==> config.mk <==
export PLATFORM = sky130hd
export DESIGN_NAME = fetch_sequencer
export DESIGN_NICKNAME = d
export VERILOG_FILES = /design/src/rtl/fetch_pkg.sv /design/src/rtl/fetch_perf_cnt.sv /design/src/rtl/fetch_sequencer.sv
export SDC_FILE = /design/constraint.sdc
export NUM_CORES = 1
export LEC_CHECK = 0
export ABC_CLOCK_PERIOD_IN_PS = 2280
export CORE_ASPECT_RATIO = 1.5
export CORE_UTILIZATION = 40
export CTS_CLUSTER_DIAMETER = 150
export DETAILED_ROUTE_END_ITERATION = 10
export PLACE_DENSITY = 0.69
export SLEW_MARGIN = 20
export SYNTH_ARGS = -nofsm -noshare
export SYNTH_HDL_FRONTEND = slang
export SYNTH_SLANG_ARGS = --single-unit
==> constraint.sdc <==
create_clock -name clk -period 2.28 [get_ports clk]
set_input_delay 0.342 -clock clk [delete_from_list [all_inputs] [get_ports clk]]
set_output_delay 0.342 -clock clk [all_outputs]
set_load 0.005 [all_outputs]
==> src/rtl/fetch_pkg.sv <==
// Shared types and constants for the instruction fetch sequencer.
package fetch_pkg;
   localparam int XLEN = 32;
   localparam logic [XLEN-1:0] DEFAULT_RESET_PC = 32'h0000_0000;

   typedef enum logic [1:0] {
      ST_IDLE    = 2'd0,
      ST_FETCH   = 2'd1,
      ST_DELIVER = 2'd2,
      ST_ERROR   = 2'd3
   } fetch_state_t;
endpackage

==> src/rtl/fetch_perf_cnt.sv <==
// Pair of saturating event counters for fetch statistics (FETCH_PERF_CNT_EN builds only).
module fetch_perf_cnt
   import fetch_pkg::*;
(
   input  logic            clk,
   input  logic            reset_n,
   input  logic            i_inc_fetched,
   input  logic            i_inc_squashed,
   output logic [XLEN-1:0] o_fetched,
   output logic [XLEN-1:0] o_squashed
);
   logic [XLEN-1:0] r_fetched;
   logic [XLEN-1:0] r_squashed;

   always_ff @(posedge clk or negedge reset_n) begin
      if (!reset_n) begin
         r_fetched  <= '0;
         r_squashed <= '0;
      end else begin
         if (i_inc_fetched && (r_fetched != '1))
            r_fetched <= r_fetched + 1'b1;
         if (i_inc_squashed && (r_squashed != '1))
            r_squashed <= r_squashed + 1'b1;
      end
   end

   assign o_fetched  = r_fetched;
   assign o_squashed = r_squashed;
endmodule

==> src/rtl/fetch_sequencer.sv <==
// Fetch controller: owns the PC, sequences imem reads, applies redirects, delivers to decode.
// Optional perf counters are built when FETCH_PERF_CNT_EN is defined.
module fetch_sequencer
   import fetch_pkg::*;
#(
   parameter logic [XLEN-1:0] RESET_PC   = DEFAULT_RESET_PC,
   parameter int unsigned     WAIT_LIMIT = 255
)(
   input  logic            clk,
   input  logic            reset_n,
   input  logic            start,
   input  logic            halt,
   output logic            imem_req,
   output logic [XLEN-1:0] imem_addr,
   input  logic            imem_ack,
   input  logic [XLEN-1:0] imem_rdata,
   output logic            instr_valid,
   output logic [XLEN-1:0] instr,
   output logic [XLEN-1:0] instr_pc,
   input  logic            instr_ready,
   input  logic            pc_src,
   input  logic [XLEN-1:0] target_address,
   output logic            fetch_err
`ifdef FETCH_PERF_CNT_EN
   ,
   output logic [XLEN-1:0] perf_fetched,
   output logic [XLEN-1:0] perf_squashed
`endif
);
   localparam logic [16:0] LP_LIMIT = 17'(WAIT_LIMIT);

   fetch_state_t    r_state;
   logic [XLEN-1:0] r_pc;
   logic            r_squash;
   logic [15:0]     r_wait_cnt;
   logic            r_req;
   logic [XLEN-1:0] r_addr;
   logic            r_valid;
   logic [XLEN-1:0] r_instr;
   logic [XLEN-1:0] r_instr_pc;
   logic            r_err;

   logic            w_ack;
   logic [16:0]     w_wait_next;
   logic            w_timeout;
   logic [XLEN-1:0] w_pc_inc;

   assign w_ack       = r_req & imem_ack;
   assign w_wait_next = {1'b0, r_wait_cnt} + 17'd1;
   assign w_timeout   = (w_wait_next >= LP_LIMIT);
   assign w_pc_inc    = r_pc + 1'b1;

   always_ff @(posedge clk or negedge reset_n) begin
      if (!reset_n) begin
         r_state    <= ST_IDLE;
         r_pc       <= RESET_PC;
         r_squash   <= 1'b0;
         r_wait_cnt <= '0;
         r_req      <= 1'b0;
         r_addr     <= RESET_PC;
         r_valid    <= 1'b0;
         r_instr    <= '0;
         r_instr_pc <= '0;
         r_err      <= 1'b0;
      end else begin
         case (r_state)
            ST_IDLE: begin
               if (start) begin
                  r_state    <= ST_FETCH;
                  r_req      <= 1'b1;
                  r_addr     <= r_pc;
                  r_wait_cnt <= '0;
               end
            end
            ST_FETCH: begin
               if (!r_req) begin
                  // Idle cycle after an ack: reissue, honouring a redirect arriving now.
                  r_req <= 1'b1;
                  if (pc_src) begin
                     r_pc   <= target_address;
                     r_addr <= target_address;
                  end else begin
                     r_addr <= r_pc;
                  end
               end else if (w_ack) begin
                  r_req      <= 1'b0;
                  r_wait_cnt <= '0;
                  r_squash   <= 1'b0;
                  if (pc_src) begin
                     r_pc <= target_address;
                  end else if (!r_squash) begin
                     r_instr    <= imem_rdata;
                     r_instr_pc <= r_pc;
                     r_pc       <= w_pc_inc;
                     r_valid    <= 1'b1;
                     r_state    <= ST_DELIVER;
                  end
               end else begin
                  if (pc_src) begin
                     r_pc     <= target_address;
                     r_squash <= 1'b1;
                  end
                  // A redirect defers the timeout by a cycle; the counter parks at the limit.
                  if (w_timeout && !pc_src) begin
                     r_state <= ST_ERROR;
                     r_req   <= 1'b0;
                     r_err   <= 1'b1;
                  end else if (!w_timeout) begin
                     r_wait_cnt <= w_wait_next[15:0];
                  end
               end
            end
            ST_DELIVER: begin
               if (pc_src) begin
                  r_pc    <= target_address;
                  r_valid <= 1'b0;
                  r_state <= ST_FETCH;
                  r_req   <= 1'b1;
                  r_addr  <= target_address;
               end else if (instr_ready) begin
                  r_valid <= 1'b0;
                  if (halt) begin
                     r_state <= ST_IDLE;
                  end else begin
                     r_state <= ST_FETCH;
                     r_req   <= 1'b1;
                     r_addr  <= r_pc;
                  end
               end
            end
            ST_ERROR: begin
               r_req   <= 1'b0;
               r_valid <= 1'b0;
               r_err   <= 1'b1;
            end
            default: r_state <= ST_ERROR;
         endcase
      end
   end

   assign imem_req    = r_req;
   assign imem_addr   = r_addr;
   assign instr_valid = r_valid;
   assign instr       = r_instr;
   assign instr_pc    = r_instr_pc;
   assign fetch_err   = r_err;

`ifdef FETCH_PERF_CNT_EN
   logic w_inc_fetched;
   logic w_inc_squashed;

   assign w_inc_fetched  = (r_state == ST_DELIVER) & instr_ready & ~pc_src;
   assign w_inc_squashed = ((r_state == ST_FETCH) & w_ack & (r_squash | pc_src)) |
                           ((r_state == ST_DELIVER) & pc_src);

   fetch_perf_cnt u_perf (
      .clk            (clk),
      .reset_n        (reset_n),
      .i_inc_fetched  (w_inc_fetched),
      .i_inc_squashed (w_inc_squashed),
      .o_fetched      (perf_fetched),
      .o_squashed     (perf_squashed)
   );
`endif
endmodule

Yosys cells after proc, flatten, opt, wreduce, memory -nomap -nowiden
Cells that the tools add are included.

Flip-flop bits (word level): 150. Bits in latches: 0. Memory bits (writable): 0. ROM bits: 0. Input port bits: 71. Output and inout bits: 99. Memories kept: 0.

Add/subtract/negate cells: 2. Multiply operators: 0. Divide/modulo/power cells: 0. $lt $le $gt $ge: 1. Equality and inequality tests: 19. Shift operators: 0. Muxes and demuxes: 49. Bitwise gates (word level): 3. Reduce and logical (&&, ||, !) cells: 18.

Operator list (number): $mux W32 (10); $pmux W32 S3 (1); $mux W16 (5); $pmux W32 S2 (1); $add A32 B1 Y32 const B (1); $pmux W16 S2 (1); $ne A3 B3 Y1 const B (7); $mux W1 (19); $add A16 B1 Y17 const B (1); $ge A17 B8 Y1 const B (1); $mux W2 (8); $ne A2 B2 Y1 const B (8); $reduce_and A5 Y1 (3); $reduce_bool A2 Y1 (4); $reduce_and A7 Y1 (1); $pmux W2 S3 (1); $reduce_and A3 Y1 (2); $reduce_and A6 Y1 (1); $reduce_bool A3 Y1 (2); $ne A5 B5 Y1 const B (1); $eq A2 B2 Y1 const B (2); $pmux W1 S4 (1); $reduce_and A4 Y1 (1); $pmux W1 S3 (1); 8 further kinds (9).

Depth between registers and ports, before layout
Gate-level depths: netlist of the first run.

Word-level depth: 7. Gate-level depth with buffers: 10. Mapped depth without buffers: 8.

Worst setup path after synthesis of the first run
No wires, ideal clock.

Path kind: reg-to-reg. From: register r_wait_cnt[1]. To: register r_state[0]. Library setup time: 0.126 ns. Arrival time: 2.242 ns. Data required time: 2.154 ns. Setup slack: -0.088 ns. Stages on the path, launching flop included: 9. Buffers on the path: 1. Cell sequence: dfrtp_1 ha_1 nand3_1 nor4_1 mux2_2 nor4_2 buf_4 a211oi_2 o32a_1.

Longest elaborated chain between the ends: 5.

Ends and longest elaborated chain: start: declaration (RTL line fetch_sequencer.sv:35) `logic [15:0] r_wait_cnt;`; start signal: assignment (RTL line fetch_sequencer.sv:109) `r_wait_cnt <= w_wait_next[15:0];`; $add A16 B1 Y17 (RTL line fetch_sequencer.sv:49) `assign w_wait_next = {1'b0, r_wait_cnt} + 17'd1;`; $ge A17 B8 Y1 (RTL line fetch_sequencer.sv:50) `assign w_timeout = (w_wait_next >= LP_LIMIT);`; $logic_and A1 B1 Y1 (RTL line fetch_sequencer.sv:104) `if (w_timeout && !pc_src) begin`; $ne A3 B3 Y1 (no source line); $reduce_and A7 Y1 (no source line); end signal: assignment (RTL line fetch_sequencer.sv:55) `r_state <= ST_IDLE;`; end signal: assignment (RTL line fetch_sequencer.sv:105) `r_state <= ST_ERROR;`; end signal: assignment (RTL line fetch_sequencer.sv:117) `r_state <= ST_FETCH;`; end: declaration (RTL line fetch_sequencer.sv:32) `fetch_state_t r_state;`.

No other way between the ends. A chain may end at the register's enable or synchronous reset.

Worst setup path in the final report of the first run
From: register r_wait_cnt[5]. To: register r_wait_cnt[1].

Longest elaborated chain between the ends: 5.

Ends and longest elaborated chain (RTL line): $add A16 B1 Y17 * (fetch_sequencer.sv:49); $ge A17 B8 Y1 * (fetch_sequencer.sv:50); $logic_and A1 B1 Y1 (fetch_sequencer.sv:104); $ne A3 B3 Y1 (no source line); $reduce_and A5 Y1 (no source line) *.

Every way passes the cells marked *; elsewhere a longest branch is shown, timed or not.

==> flow_metrics.tcl, run 1 <==
set metrics [dict create \
    outcome "complete, no violations" \
    maxSlewHeadroom_pct 62.36 \
    ys_ff_latch 150 \
    final_common_cell "clkdlybuf4s50_1" \
    power_leakage_nw 4.482 \
    gr-total-overflow 0 \
    dp_hpwl_mm 14.04 \
    syn_area_mm2 0.007385 \
    ios 170 \
    dr.pass1.iters 5 \
    place.gp.congestion 0.8005 \
    start_util_pct 40.99 \
    max_freq_mhz 447.8 \
    post-route-period-util_pct 97.95 \
    critPathKind "reg2reg" \
    worstPathRequired_ns 2.58 \
    synthCells 703 \
    numCtsBuffers 17 \
    num_rows 60 \
    critical_path.top_delay_family "simple AND/OR/NAND/NOR gates" \
    avgRoutedWirePerCell_um 17.40 \
    antenna_found_initial 0 \
    die_x_um 112.9 \
    drive_above_1_share_pct 21.62 \
    cpMaxStageDelayCell "or4_1" \
    crit_path_max_fanout 4 \
    ys_seq_area_share_pct 50.83 \
    io_buffers 169 \
    fin_util_pct 58.33 \
    max-cap-violations 0 \
    finalHoldViolations 0 \
    syn_nets 781 \
    grt_pass1_vias 6292 \
    grt_max_degree 50 \
    route.detailed.drc 0 \
    rsz0062_at_grt "true" \
    die_y_um 168.4 \
    clock_latency_ns 0.42 \
    synth_flop_cell "dfrtp_1" \
    worstSetupPathDepth 7 \
    syn_avg_cell_area_um2 10.50 \
    track_usage_pct 21.41 \
    via_per_inst 5.533 \
    syn2layout_area_growth_pct 42.31 \
    critPathCaptureType "register" \
    cts_tree "yes" \
    drtIter0Drc 343 \
    setup_tns_ns 0 \
    placed_area_mm2 0.009761 \
    drv_slew 0 \
    cts_htree_levels 4 \
    core_mm2 0.01802 \
    setup_viol 0 \
    worst_pin_slew_ns 0.5586 \
    grt_pass1_wl_mm 32.02 \
    cp.arrival_ns 2.53 \
    clock_skew_ns 0.01095 \
    power_density_mw_per_mm2 1323 \
    worst_hold_slack_ns 0.3980 \
    dieArea_mm2 0.01902 \
    clk_pin_slew_ns 0.06 \
    clk_path_buf_depth 2 \
    vias 6319 \
    antenna_left 0 \
    path_cells "buf_4 > nand4_1 > or4_1 > o311a_4 > nor2_4 > a31o_4 > mux2_1" \
    synth_edf_count 0 \
    max_stage_delay_ns 0.55 \
    synth-async-reset-ratio_pct 100.0 \
    max-vdd-ir-drop_mv 0.7641 \
    crit_buf_inv 1 \
    final_cell_mix "167 x clkdlybuf4s50_1, 144 x dfrtp_1, 74 x a21oi_1" \
    hold_class "in2async" \
    wl_mm 19.87 \
    period_needed_ns 2.233 \
    cp-start-kind "register" \
    root_buffer "clkbuf_16" \
    diodes 0 \
    power.total_w 0.01391 \
    synth_warnings 0 \
    nNetsFinal 992 \
    ys_types 61 \
    rr_worst_depth 7 \
    cts.sinks 150 \
    finish.instance_area_mm2 0.01051 \
]
[logic make-up (layout without fill, tap and decap cells)]
| group | Yosys count | count (layout) | synth area share, % |
|---|---|---|---|
| compound gates | 195 | 195 | 16.22 |
| simple gates | 177 | 177 | 13.00 |
| flops | 150 | 150 | 50.83 |
| mux | 98 | 98 | 14.38 |
| buf+inv | 72 | 294 | 3.914 |
| fa+ha+maj | 7 | 7 | 1.186 |
| xor+xnor | 4 | 4 | 0.4745 |
[path summary, 6_finish.rpt]
path / startpoint / endpoint / slack [ns]
worst max register to register: r_wait_cnt[5] / r_wait_cnt[1] / 0.05
max in group asynchronous: reset_n / instr_pc[15] / 1.20
worst min register to register: fetch_err / fetch_err / 0.47
worst max-delay path: r_wait_cnt[5] / r_wait_cnt[1] / 0.05
worst min-delay path: reset_n / r_wait_cnt[12] / 0.40
min in group clk: fetch_err / fetch_err / 0.47
[area by class of cell]
| cell class | count | area, um2 |
|---|---|---|
| clock buffers | 22 | 484.2 |
| clock inverters | 8 | 98.84 |
| fillers | 1539 | 7508 |
| inverters | 26 | 97.59 |
| multi-input cells | 481 | 3496 |
| flip-flops and latches | 150 | 3761 |
| well taps | 217 | 271.5 |
| repair buffers | 238 | 2300 |
[report_power, final]
| part | internal, W | switching [W] |
|---|---|---|
| Combinational | 0.00345 | 0.00283 |
| Clock | 0.00171 | 0.00107 |
| Sequential | 0.00388 | 0.000964 |
| Total | 0.00904 | 0.00487 |
[stage by stage]
stage	cells	setup WS, ns
2_1_floorplan	703	0.01735
3_3_place_gp	1103	-0.06441
3_5_place_dp	1103	-0.08394
4_1_cts	1134	0.02554
5_1_grt	1142	-0.04803
6_report	1142	0.04682
[cells in the mapped netlist (7+ instances only)]
library cell	instances	area (um2)
dfrtp_1	150	3754
a21oi_1	74	370.4
mux2_2	64	720.7
nor2_1	60	225.2
o21ai_0	36	180.2
clkbuf_1	34	127.6
mux2i_1	33	330.3
nand2_1	27	101.4
inv_1	26	97.59
a31oi_1	22	137.6
o31ai_1	17	127.6
nand3_1	16	80.08
nor2b_1	12	75.07
nand4_1	9	56.30
a32oi_1	8	70.07
and3_1	8	50.05
ha_1	7	87.58
nor3_1	7	35.03
[per-layer routing]
| layer | up-vias | GRT usage [%] | part of all wire, % |
|---|---|---|---|
| met4 | 0 | 8.295 | 1.9 |
| met3 | 27 | 6.048 | 5.8 |
| met5 | - | 0 | 0 |
| met2 | 179 | 36.69 | 51 |
| li1 | 3016 | - | - |
| met1 | 3097 | 25.32 | 41 |
[registers in the layout, summed over array words and instances (netlist names), 2 cells and up]
register,count
r_state,2
instr_pc,32
imem_addr,32
r_pc,32
instr,32
r_wait_cnt,16
[what timing repair did]
item	in CTS	in global routing
resized for setup	0	19
setup endpoints to repair	0	19
hold buffers	1	0
hold endpoints to repair	38	0
setup buffers	0	8
Note: power is estimated with default switching activity, not from simulation.
==> run 2, diff against run 1 <==
--- a/config.mk
+++ b/config.mk
@@ -6,11 +6,12 @@
 export NUM_CORES = 1
 export LEC_CHECK = 0
 export ABC_CLOCK_PERIOD_IN_PS = 2280
-export CORE_ASPECT_RATIO = 1.5
-export CORE_UTILIZATION = 40
+export CORE_ASPECT_RATIO = 1.4
+export CORE_UTILIZATION = 46
 export CTS_CLUSTER_DIAMETER = 150
 export DETAILED_ROUTE_END_ITERATION = 10
-export PLACE_DENSITY = 0.69
+export HOLD_SLACK_MARGIN = 0.06
+export PLACE_DENSITY = 0.77
 export SLEW_MARGIN = 20
 export SYNTH_ARGS = -nofsm -noshare
 export SYNTH_HDL_FRONTEND = slang
==> run 2 against run 1 <==
Compared with the run above: non-clock buffer count shrank 3; clock skew shrank 0.0029 ns; power grew 1.8%; sequential power is essentially flat; first-iteration DRC count grew 12%; critical path type unchanged; highest routed layer unchanged; largest power group unchanged; register-to-register slack gained 0.03 ns.
==> flow_metrics.tcl, run 2 (same netlist as run 1, synthesis figures left out) <==
set metrics [dict create \
    period_needed_ns 2.208 \
    power_density_mw_per_mm2 1342 \
    worstPathRequired_ns 2.59 \
    worst_pin_slew_ns 0.6013 \
    nNetsFinal 989 \
    clk_pin_slew_ns 0.06 \
    dr.pass1.iters 5 \
    clock_latency_ns 0.42 \
    dieArea_mm2 0.01657 \
    drtIter0Drc 384 \
    die_y_um 151.9 \
    seq_area_mm2 0.003760 \
    worst_hold_slack_ns 0.4670 \
    hold_class "in2async" \
    antenna_found_initial 0 \
    max_freq_mhz 453.0 \
    drv_slew 0 \
    setup_viol 0 \
    syn2layout_area_growth_pct 42.85 \
    grt_pass1_vias 6480 \
    crit_path_max_fanout 4 \
    via_per_inst 5.768 \
    finalHoldViolations 0 \
    route.detailed.drc 0 \
    clock_skew_ns 0.008044 \
    wl_mm 19.45 \
    critPathCaptureType "register" \
    cts_tree "yes" \
    numCtsBuffers 17 \
    drive_above_1_share_pct 21.45 \
    critical_path.top_delay_family "multiplexers" \
    fin_ws_ns 0.07242 \
    fin_cells 1119 \
    gr-total-overflow 0 \
    place_worst_setup_slack_ns -0.09809 \
    die_x_um 109.1 \
    track_usage_pct 24.49 \
    antenna_left 0 \
    grt_pass1_wl_mm 31.92 \
    ios 170 \
    dp_hpwl_mm 13.56 \
    multi_input_area_mm2 0.003515 \
    start_util_pct 47.31 \
    max-cap-violations 0 \
    dp_cells 1080 \
    crit_buf_inv 2 \
    place.gp.congestion 0.8149 \
    path_cells "nand3_2 > buf_4 > nor4_4 > mux2i_2 > nor4_4 > buf_4 > a31o_4 > mux2_1" \
    root_buffer "clkbuf_16" \
    cts.sinks 150 \
    core_mm2 0.01561 \
    maxSlewHeadroom_pct 59.91 \
    io_buffers 169 \
    outcome "complete, no violations" \
    cts_htree_levels 4 \
    cpMaxStageDelayCell "dfrtp_1" \
    final_common_cell "clkdlybuf4s50_1" \
    cp-start-kind "register" \
    cp.arrival_ns 2.52 \
    power.total_w 0.01416 \
    final_cell_mix "167 x clkdlybuf4s50_1, 145 x dfrtp_1, 74 x a21oi_1" \
    clk_path_buf_depth 2 \
    grt_max_degree 62 \
    nFillCells 1185 \
    max_stage_delay_ns 0.41 \
    critPathKind "reg2reg" \
    power_leakage_nw 4.510 \
    diodes 0 \
    post-route-period-util_pct 96.82 \
    avgRoutedWirePerCell_um 17.38 \
    vias 6454 \
    max-vdd-ir-drop_mv 0.7581 \
    rsz0062_at_grt "true" \
    num_rows 54 \
]
run 2: final timing paths:
check | slack [ns] | endpoint | start | cells past startpoint
hold reg to reg | 0.48 | fetch_err | fetch_err | 1
setup / recovery | 0.07 | r_wait_cnt[1] | r_wait_cnt[6] | 8
hold / removal | 0.47 | instr_pc[28] | reset_n | 2
max in group asynchronous | 1.12 | instr_pc[10] | reset_n | 3
setup reg to reg | 0.07 | r_wait_cnt[1] | r_wait_cnt[6] | 8
min in group clk | 0.47 | r_pc[0] | pc_src | 3
run 2: timing repair:
| action | in CTS | in global routing |
|---|---|---|
| endpoints found under the hold margin | 57 | 0 |
| resized for setup | 0 | 26 |
| setup buffers | 0 | 7 |
| setup endpoints to repair | 0 | 23 |
| hold buffers | 1 | 0 |
run 2: metal layers:
layer	up-vias	global-route usage (%)	part of all wire, %
met5	-	0	0
met4	0	8.880	1.5
met3	26	7.894	7.4
met2	231	40.97	51
met1	3198	28.94	40
li1	2999	-	-
run 2: report_power, final:
| part | total (W) | switching [W] | internal, W |
|---|---|---|---|
| Sequential | 0.00487 | 0.000993 | 0.00388 |
| Clock | 0.00306 | 0.00107 | 0.00199 |
| Combinational | 0.00622 | 0.00279 | 0.00344 |
run 2: area by class of cell:
| class | count | share of cell area (%) |
|---|---|---|
| Multi-Input combinational cell | 481 | 33.32 |
| Tap cell | 196 | 2.325 |
| Clock buffer | 23 | 4.436 |
| Sequential cell | 150 | 35.64 |
| Inverter | 26 | 0.9252 |
| Timing Repair Buffer | 235 | 21.73 |
| Clock inverter | 8 | 1.625 |
run 2: metrics by stage:
| stage | util, % | setup TNS, ns | instance area (um2) |
|---|---|---|---|
| 2_1_floorplan | - | 0 | 7427 |
| 3_3_place_gp | 62.19 | -0.3045 | 9707 |
| 3_5_place_dp | 62.19 | -0.6148 | 9707 |
| 4_1_cts | 66.35 | 0 | 10360 |
| 5_1_grt | 67.59 | -0.06447 | 10550 |
| 6_report | 67.59 | 0 | 10550 |
